--- src/rtl/uart_pkg.sv ---
// Shared types and defaults for the UART receive path.
package uart_pkg;

  localparam int unsigned UART_DATA_W        = 8;
  localparam int unsigned UART_RX_FIFO_DEPTH = 4;

  typedef enum logic [0:0] {
    COLLECT = 1'b0,
    COMMIT  = 1'b1
  } RX_FRAME_STATE_e;

  // FIFO entry layout, MSB first: frame_err, parity_err, data
  typedef struct packed {
    logic                   frame_err;
    logic                   parity_err;
    logic [UART_DATA_W-1:0] data;
  } rx_entry_t;

endpackage

--- src/rtl/uart_rx_buffer_if.sv ---
// Host read port of the UART receive buffer (valid/ready, FWFT head).
interface uart_rx_buffer_if #(
  parameter int unsigned DATA_W = 8
);
  logic              rd_valid;
  logic              rd_ready;
  logic [DATA_W-1:0] rd_data;
  logic              rd_parity_err;
  logic              rd_frame_err;

  modport master (
    output rd_valid,
    output rd_data,
    output rd_parity_err,
    output rd_frame_err,
    input  rd_ready
  );

  modport slave (
    input  rd_valid,
    input  rd_data,
    input  rd_parity_err,
    input  rd_frame_err,
    output rd_ready
  );
endinterface

--- src/rtl/uart_rx_fifo.sv ---
// Generic synchronous first-word-fall-through FIFO.
// The head word is presented combinationally and reads as zero while empty.
// A push into a full FIFO is accepted only when a pop happens in the same cycle.
module uart_rx_fifo #(
  parameter int unsigned WIDTH = 10,
  parameter int unsigned DEPTH = 4
) (
  input  logic                   clk,
  input  logic                   rst,
  input  logic                   push,
  input  logic [WIDTH-1:0]       din,
  input  logic                   pop,
  output logic [WIDTH-1:0]       dout,
  output logic                   empty,
  output logic                   full,
  output logic [$clog2(DEPTH):0] count
);

  localparam int unsigned AW = $clog2(DEPTH);
  localparam int unsigned CW = AW + 1;

  logic [WIDTH-1:0] mem [DEPTH];
  logic [AW-1:0]    wr_ptr;
  logic [AW-1:0]    rd_ptr;
  logic             do_push;
  logic             do_pop;

  // Accept decisions; a full FIFO makes room when the head leaves this cycle.
  always_comb begin
    empty   = (count == '0);
    full    = (count == CW'(DEPTH));
    do_pop  = pop && !empty;
    do_push = push && (!full || do_pop);
    dout    = empty ? '0 : mem[rd_ptr];
  end

  // Storage write; contents are don't-care until pushed.
  always_ff @(posedge clk) begin
    if (do_push) mem[wr_ptr] <= din;
  end

  // Pointers (wrap naturally at power-of-two depth) and occupancy.
  always_ff @(posedge clk) begin
    if (rst) begin
      wr_ptr <= '0;
      rd_ptr <= '0;
      count  <= '0;
    end else begin
      if (do_push) wr_ptr <= wr_ptr + AW'(1);
      if (do_pop)  rd_ptr <= rd_ptr + AW'(1);
      case ({do_push, do_pop})
        2'b10:   count <= count + CW'(1);
        2'b01:   count <= count - CW'(1);
        default: count <= count;
      endcase
    end
  end

endmodule

--- src/rtl/uart_rx_buffer.sv ---
// UART receive buffer: shifts in data bits on FSM strobes, checks parity and
// the stop bit, and commits each frame with its error flags into a FWFT FIFO.
// Optional build macro UART_RX_ERR_DISCARD_EN: frames with any error are
// dropped instead of stored, and err_cnt counts them (saturating).
module uart_rx_buffer
  import uart_pkg::*;
#(
  parameter int unsigned DATA_W     = UART_DATA_W,
  parameter int unsigned FIFO_DEPTH = UART_RX_FIFO_DEPTH,
  parameter bit          PARITY_ODD = 1'b0
) (
  input  logic                        clk,
  input  logic                        rst,
  input  logic                        rx,
  input  logic                        ovf,
  input  logic                        enb_sipo,
  input  logic                        enb_parity,
  input  logic                        rx_interrupt,
  input  logic                        clr_flags,
  uart_rx_buffer_if.master            rd,
  output logic                        overrun,
  output logic [$clog2(FIFO_DEPTH):0] fifo_count
`ifdef UART_RX_ERR_DISCARD_EN
  ,
  output logic [7:0]                  err_cnt
`endif
);

  localparam int unsigned CNT_W   = $clog2(DATA_W + 1);
  localparam int unsigned ENTRY_W = DATA_W + 2;

  RX_FRAME_STATE_e   state;
  logic [DATA_W-1:0] sr;
  logic [CNT_W-1:0]  bit_cnt;
  logic              par_bit;
  logic              stop_bad;
  logic              short_frame;

  logic               parity_err;
  logic               frame_err;
  logic               commit;
  logic               push;
  logic               pop;
  logic               full;
  logic               empty;
  logic [ENTRY_W-1:0] head;

  // Frame verdict and FIFO handshake, evaluated during the COMMIT cycle.
  always_comb begin
    parity_err = (par_bit != (^sr ^ PARITY_ODD));
    frame_err  = stop_bad | short_frame;
    commit     = (state == COMMIT);
`ifdef UART_RX_ERR_DISCARD_EN
    push       = commit && !(parity_err || frame_err);
`else
    push       = commit;
`endif
    pop        = rd.rd_valid && rd.rd_ready;
  end

  // Frame collection: shift data bits, capture parity, latch stop verdict.
  always_ff @(posedge clk) begin
    if (rst) begin
      state       <= COLLECT;
      sr          <= '0;
      bit_cnt     <= '0;
      par_bit     <= 1'b0;
      stop_bad    <= 1'b0;
      short_frame <= 1'b0;
    end else begin
      case (state)
        COLLECT: begin
          if (enb_sipo && ovf) begin
            sr <= {rx, sr[DATA_W-1:1]};
            if (bit_cnt != CNT_W'(DATA_W)) bit_cnt <= bit_cnt + CNT_W'(1);
          end
          if (enb_parity && ovf) par_bit <= rx;
          if (rx_interrupt && ovf) begin
            stop_bad    <= ~rx;
            short_frame <= (bit_cnt != CNT_W'(DATA_W));
            state       <= COMMIT;
          end
        end
        COMMIT: begin
          sr      <= '0;
          bit_cnt <= '0;
          state   <= COLLECT;
        end
        default: state <= COLLECT;
      endcase
    end
  end

  // Sticky overrun; a new loss in the same cycle as clr_flags keeps it set.
  always_ff @(posedge clk) begin
    if (rst)                           overrun <= 1'b0;
    else if (push && full && !pop)     overrun <= 1'b1;
    else if (clr_flags)                overrun <= 1'b0;
  end

`ifdef UART_RX_ERR_DISCARD_EN
  // Saturating count of frames dropped for parity or framing errors.
  always_ff @(posedge clk) begin
    if (rst || clr_flags) err_cnt <= '0;
    else if (commit && (parity_err || frame_err) && (err_cnt != 8'hFF))
      err_cnt <= err_cnt + 8'd1;
  end
`endif

  // Entries use the rx_entry_t layout, sized by DATA_W.
  uart_rx_fifo #(
    .WIDTH (ENTRY_W),
    .DEPTH (FIFO_DEPTH)
  ) u_fifo (
    .clk   (clk),
    .rst   (rst),
    .push  (push),
    .din   ({frame_err, parity_err, sr}),
    .pop   (pop),
    .dout  (head),
    .empty (empty),
    .full  (full),
    .count (fifo_count)
  );

  assign rd.rd_valid = !empty;
  assign {rd.rd_frame_err, rd.rd_parity_err, rd.rd_data} = head;

endmodule

--- src/flat_wrapper.sv ---
// flat-port wrapper written by rule: the top's interface ports become plain ports
module uart_rx_buffer_flat import uart_pkg::*;
#(
  parameter int unsigned DATA_W     = UART_DATA_W,
  parameter int unsigned FIFO_DEPTH = UART_RX_FIFO_DEPTH,
  parameter bit          PARITY_ODD = 1'b0
)
  (clk, rst, rx, ovf, enb_sipo, enb_parity, rx_interrupt, clr_flags, overrun, fifo_count, rd_rd_valid, rd_rd_data, rd_rd_parity_err, rd_rd_frame_err, rd_rd_ready);
  uart_rx_buffer_if #(.DATA_W(DATA_W)) rd_i ();
  input  logic clk;
  input  logic rst;
  input  logic rx;
  input  logic ovf;
  input  logic enb_sipo;
  input  logic enb_parity;
  input  logic rx_interrupt;
  input  logic clr_flags;
  output logic overrun;
  output logic [$clog2(FIFO_DEPTH):0] fifo_count;
  output wire logic [$bits(rd_i.rd_valid)-1:0] rd_rd_valid;
  output wire logic [$bits(rd_i.rd_data)-1:0] rd_rd_data;
  output wire logic [$bits(rd_i.rd_parity_err)-1:0] rd_rd_parity_err;
  output wire logic [$bits(rd_i.rd_frame_err)-1:0] rd_rd_frame_err;
  input wire logic [$bits(rd_i.rd_ready)-1:0] rd_rd_ready;
  assign rd_rd_valid = rd_i.rd_valid;
  assign rd_rd_data = rd_i.rd_data;
  assign rd_rd_parity_err = rd_i.rd_parity_err;
  assign rd_rd_frame_err = rd_i.rd_frame_err;
  assign rd_i.rd_ready = rd_rd_ready;
  uart_rx_buffer #(.DATA_W(DATA_W), .FIFO_DEPTH(FIFO_DEPTH), .PARITY_ODD(PARITY_ODD)) u_core (.clk(clk), .rst(rst), .rx(rx), .ovf(ovf), .enb_sipo(enb_sipo), .enb_parity(enb_parity), .rx_interrupt(rx_interrupt), .clr_flags(clr_flags), .rd(rd_i), .overrun(overrun), .fifo_count(fifo_count));
endmodule
--- config.mk ---
export PLATFORM = sky130hd
export DESIGN_NAME = uart_rx_buffer_flat
export DESIGN_NICKNAME = d
export VERILOG_FILES = /design/src/rtl/uart_pkg.sv /design/src/rtl/uart_rx_buffer_if.sv /design/src/rtl/uart_rx_fifo.sv /design/src/rtl/uart_rx_buffer.sv /design/src/flat_wrapper.sv
export SDC_FILE = /design/constraint.sdc
export NUM_CORES = 1
export LEC_CHECK = 0
export BUFFER_PORTS_ARGS = -buffer_cell sky130_fd_sc_hd__buf_2
export CAP_MARGIN = 20
export CORE_MARGIN = 2
export CORE_UTILIZATION = 28
export DETAILED_ROUTE_END_ITERATION = 12
export PLACE_DENSITY = 0.44
export SLEW_MARGIN = 20
export SYNTH_ARGS = -nofsm -noshare
export SYNTH_HDL_FRONTEND = slang
export SYNTH_SLANG_ARGS = --single-unit
--- constraint.sdc ---
create_clock -name clk -period 2.7 [get_ports clk]
set_input_delay 0.27 -clock clk [delete_from_list [all_inputs] [get_ports clk]]
set_output_delay 0.27 -clock clk [all_outputs]
set_load 0.01 [all_outputs]
[Word level (Yosys, flattened, before mapping)]
Memories as Yosys holds them, arrays and structs flattened. A register that Yosys moved wholly into a read port is not among the register bits.
Index checks and enable logic that the tools add are counted.
Cells by class
  bitwise gates (word level): 3
  reductions and logical operators: 19
  $add $sub $neg: 5
  multiplexer cells: 15
  eq/ne operators: 7
Operator list (count)
  $pmux W8 S2: 1
  $mux W10: 1
  $logic_and A1 B1 Y1: 8
  $mux W4: 2
  $mux W8: 1
  $pmux W4 S2: 1
  $reduce_xor A8 Y1: 1
  $pmux W3 S2: 1
  $reduce_and A2 Y1: 3
  $mux W1: 5
  $add A2 B1 Y2 const B: 2
  $add A4 B1 Y4 const B: 1
  $mux W2: 2
  $ne A2 B1 Y1 const B: 2
  $ne A4 B4 Y1 const B: 1
  $reduce_bool A2 Y1: 2
  $add A3 B1 Y3 const B: 1
  $eq A3 B3 Y1 const B: 1
  $logic_not A1 Y1: 3
  $logic_not A3 Y1: 1
  $sub A3 B1 Y3 const B: 1
  $eq A2 B1 Y1 const B: 1
  $eq A2 B2 Y1 const B: 1
  $not A1 Y1: 2
  other kinds (4): 4
Storage, ports and cells
  output and inout port bits: 15
  memories kept: 1
  bits in registers: 24
  input port bits: 9
  logic and storage cells: 60
  bits in writable memories: 40
Memory list
  u_core.u_fifo.mem: depth 4, bits a word 10, read ports 1, clocked after Yosys merged registers in 1, write ports 1, RTL line uart_rx_fifo.sv:22  | logic [WIDTH-1:0] mem [DEPTH];

[Longest topological paths before layout]
  depth in word-level cells: 8
  mapped depth: 9
  mapped depth without buffers: 8

[Modules after synthesis]
Synthesis repeated with hierarchy kept, for this count alone.
Second synthesis, totals
  cells, all modules: 218
  area, all modules: 2842.7 um^2
Modules (own cells, without submodules)
  uart_rx_fifo: times used 1, seq. area each 1381.3 um^2, area an instance 2075.7 um^2, cells an instance 128
  uart_rx_buffer: times used 1, seq. area each 340.3 um^2, area an instance 767.0 um^2, cells an instance 90

[Worst setup path before layout]
No wires, ideal clock.
  kind: register -> register
  from: register u_core.u_fifo.count[1]
  to: register u_core.u_fifo.count[2]
  arrival time: 1.963 ns
  stages on the path, launching flop included: 8
  required time: 2.579 ns
  path buffers: 0
  clock period less this slack: 2.084 ns
  setup time: 0.121 ns
  path slack: 0.616 ns
  cell sequence: dfxtp_1 > or3_4 > nand2_1 > or2_2 > fa_1 > or3b_1 > a31oi_1 > a21oi_1
On the way
  word-level cells in the longest chain between the ends: 8
  elaborated cells between the ends (all ways): 14
  those cells by class: add/sub (2); eq/ne (3); mux (1); reduce/logical (8)
Ends and longest elaborated chain
  start, declared: RTL line uart_rx_fifo.sv:16  | output logic [$clog2(DEPTH):0] count
  start signal, assigned: RTL line uart_rx_fifo.sv:52  | 2'b10: count <= count + CW'(1);
  start signal, assigned: RTL line uart_rx_fifo.sv:53  | 2'b01: count <= count - CW'(1);
  start signal, assigned: RTL line uart_rx_fifo.sv:54  | default: count <= count;
  $logic_not A3 Y1: RTL line uart_rx_fifo.sv:30  | empty = (count == '0);
  $logic_not A1 Y1: RTL line uart_rx_fifo.sv:32, uart_rx_buffer.sv:126
  $logic_and A1 B1 Y1: RTL line uart_rx_buffer.sv:58  | pop = rd.rd_valid && rd.rd_ready;
  $logic_and A1 B1 Y1: RTL line uart_rx_fifo.sv:32  | do_pop = pop && !empty;
  $logic_or A1 B1 Y1: RTL line uart_rx_fifo.sv:33  | do_push = push && (!full || do_pop);
  $logic_and A1 B1 Y1: RTL line uart_rx_fifo.sv:33
  $eq A2 B1 Y1 or $eq A2 B2 Y1 (tied branches): RTL line uart_rx_fifo.sv:51  | case ({do_push, do_pop})
  $pmux W3 S2 or $reduce_bool A2 Y1 (tied branches)
Several ways; a longest one is shown, not always the timed one.
A chain may end at the register's enable or synchronous reset.

[Worst setup path in the final report]
  from: register u_core.u_fifo.count[0]
  to: register u_core.u_fifo.count[2]
The elaborated chain is that of the path after synthesis.

==> results_dict.tcl <==
set metrics [dict create \
    status "complete, no violations" \
    p_clk_share_pct 37.3 \
    path_cells "or3_4, nand2_1, or2_2, fa_1, or3b_1, a31oi_1, a21oi_1" \
    fmax_ghz 0.427 \
    synthDistinctLibCells 36 \
    drv_cap 0 \
    die_h_um 104 \
    p_total_uw 1930 \
    first_iter_violations 60 \
    place.gp.congestion 0.690 \
    crit_fanout 13 \
    wl_met2_um 2250 \
    synthCells 208 \
    numPortBuffers 23 \
    dp_cells 356 \
    cts_sinks 66 \
    post-route-util_pct 32.7 \
    finalHoldViolations 0 \
    internal_power_uw 1460 \
    crit_path_end_kind "flip-flop" \
    power.density_nw_per_um2 607 \
    cp.arrival_ps 2570 \
    pin_count 24 \
    swShare_pct 24.3 \
    syn_area_um2 2790 \
    switchingPower_uw 471 \
    grt_max_degree 15 \
    slew-limit-headroom_pct 62.4 \
    die_area_um2 10800 \
    drive_above_1_share_pct 23.8 \
    clk_pin_slew_ps 80 \
    hold_class "input port to flip-flop" \
    dp_hpwl_um 3250 \
    ys.flop_type "edfxtp_1" \
    dr.pass1.iters 5 \
    vias 1566 \
    routedLengthMet1_um 2440 \
    start_kind "flip-flop" \
    cpPeakStageDelay_ps 520 \
    diodes 0 \
    die_x_um 104 \
    crit_required_ps 2920 \
    cts-root-buf "clkbuf_8" \
    avgViaCountPerCell 4.21 \
    timing.final.crit_share_pct 86.7 \
    htree_levels 3 \
    syn_area_per_cell_um2 13.4 \
    synth_seq_cells 66 \
    wl_met3_um 157 \
    grt_overflow 0 \
    cts_tree "yes" \
    drcViolationCount 0 \
    drt_wl_total_um 4970 \
    cts_hold_buf 0 \
    vdd_drop_max_uv 201 \
    async_reset_ff_share_pct 0 \
    wl_per_cell_um 13.4 \
    nets 250 \
    routed.top_layer "met4" \
    start_util_pct 28.7 \
    worstSetupPathType "flip-flop to flip-flop" \
    finalCriticalPeriod_ps 2340 \
    instances_no_fill 372 \
    clock_path_buffers 2 \
    drv_slew 0 \
    worstSkewPairLatency_ps 340 \
    grt_pass1_wl_um 8310 \
    cts_setup_buffers 0 \
    cts.repair.resized 0 \
    synth_warnings 0 \
    hold_slack_ps 197 \
    crit_slowest_cell "dfxtp_1" \
    syn_to_final_growth_pct 14.1 \
    antenna_found_initial 0 \
    setup_tns_ps 0 \
    p_leak_uw 0.00113 \
    core_area_um2 9730 \
    combPwrFrac_pct 6.2 \
    seqPwrFrac_pct 56.5 \
    synth_edf_count 40 \
    grt_pass1_vias 1531 \
    setup_viol 0 \
    rsz0062_at_grt "false" \
    syn-num-nets 224 \
    grtUsageTotal_pct 10.1 \
    numCtsBuffers 9 \
    seq_area_frac_synth_pct 61.7 \
    worst-slew-pin-transition_ps 564 \
    fin_skew_ps 10.1 \
    ant_nets 0 \
    rows 36 \
]
## Yosys cell counts, types with 2 or more instances
cell type | instances | area [um2]
buf_2 | 2 | 10.0
nand3b_1 | 4 | 30.0
xor2_1 | 8 | 70.1
or2_2 | 3 | 18.8
and2_1 | 15 | 93.8
edfxtp_1 | 40 | 1200
nor2_1 | 18 | 67.6
mux2i_1 | 3 | 30.0
buf_6 | 3 | 33.8
inv_1 | 6 | 22.5
xnor2_1 | 8 | 70.1
mux4_2 | 10 | 225
a21oi_1 | 12 | 60.1
dfxtp_1 | 26 | 521
ha_1 | 6 | 75.1
nand2_1 | 20 | 75.1
nand3_1 | 4 | 20.0
clkbuf_1 | 2 | 7.51
## placed cells by master, fill, tap and decap left out, types with 3 or more instances in the layout
cell type  netlist  layout
edfxtp_1        40      40
dfxtp_1         26      26
buf_2            2      23
nand2_1         20      20
nor2_1          18      18
and2_1          15      15
a21oi_1         12      12
mux4_2          10      10
clkbuf_8         0       9
xor2_1           8       8
xnor2_1          8       8
inv_1            6       6
ha_1             6       6
nand3b_1         4       4
nand3_1          4       4
clkinv_2         0       4
or2_2            3       3
mux2i_1          3       3
## layout make-up
type                       instances  area, um2
clock buffer                       9        124
clock inverter                     7       45.0
fill                            1003       6550
inverter                           6       22.5
multi-input combinational        127        982
sequential                        66       1720
tap                              133        166
timing repair buffer              24        123
## power by group through the flow
stage               sequential, uW  combinational, uW  clock (uW)
floorplan                     1110               94.1           0
global placement              1110                123           0
detailed placement            1110                124           0
CTS                           1090                124         745
global route                  1090                135         791
finish                        1090                121         721
## critical path: cells and delay by family (launching register included)
kind                     cells  cell delay, ps
flip-flops                   1             520
AO/OA/AOI/OAI                2             250
adder cells (fa/ha/maj)      1             400
AND/OR/NAND/NOR              4            1050
## kinds of logic (layout without fill, tap and decap cells)
group           count (synthesis)  after routing  synth area share [%]
simple gates                   73             73                  13.7
flops                          66             66                  61.7
compound gates                 18             18                  3.90
xor+xnor                       16             16                  5.02
buf+inv                        15             46                  3.09
mux                            13             13                  9.15
fa+ha+maj                       7              7                  3.41
## per-layer routing
metal / GRT usage (%) / vias up
li1: - / 790
met1: 13.5 / 736
met2: 15.0 / 29
met3: 2.27 / 11
met4: 6.08 / 0
met5: 0 / -
## metrics by stage
step	cell area (um2)	setup WS [ps]
2_1_floorplan	2790	616
3_3_place_gp	3020	410
3_5_place_dp	3020	374
4_1_cts	3180	340
5_1_grt	3180	181
6_report	3180	358
## state kept, by name, indices dropped and copies added, names as in the netlist, named ones only
register / flops
u_core.overrun: 1
u_core.sr: 8
u_core.u_fifo.mem: 40
u_core.par_bit: 1
u_core.u_fifo.count: 3
u_core.u_fifo.wr_ptr: 2
u_core.bit_cnt: 4
u_core.short_frame: 1
u_core.stop_bad: 1
u_core.u_fifo.rd_ptr: 2
u_core.commit: 1
## path summary, 6_finish.rpt
check	startpoint	endpoint	slack (ps)	cells after the start
worst max register to register	u_core.u_fifo.count[0]$_SDFFE_PP0P_	u_core.u_fifo.count[2]$_SDFFE_PP0P_	360	7
worst min register to register	u_core.stop_bad$_SDFFE_PP0P_	u_core.stop_bad$_SDFFE_PP0P_	500	2
worst min-delay path	rx	u_core.sr[7]$_SDFFE_PP0P_	200	3
worst max-delay path	u_core.u_fifo.count[0]$_SDFFE_PP0P_	u_core.u_fifo.count[2]$_SDFFE_PP0P_	360	7
No activity file was read; power rests on OpenSTA's default activity.
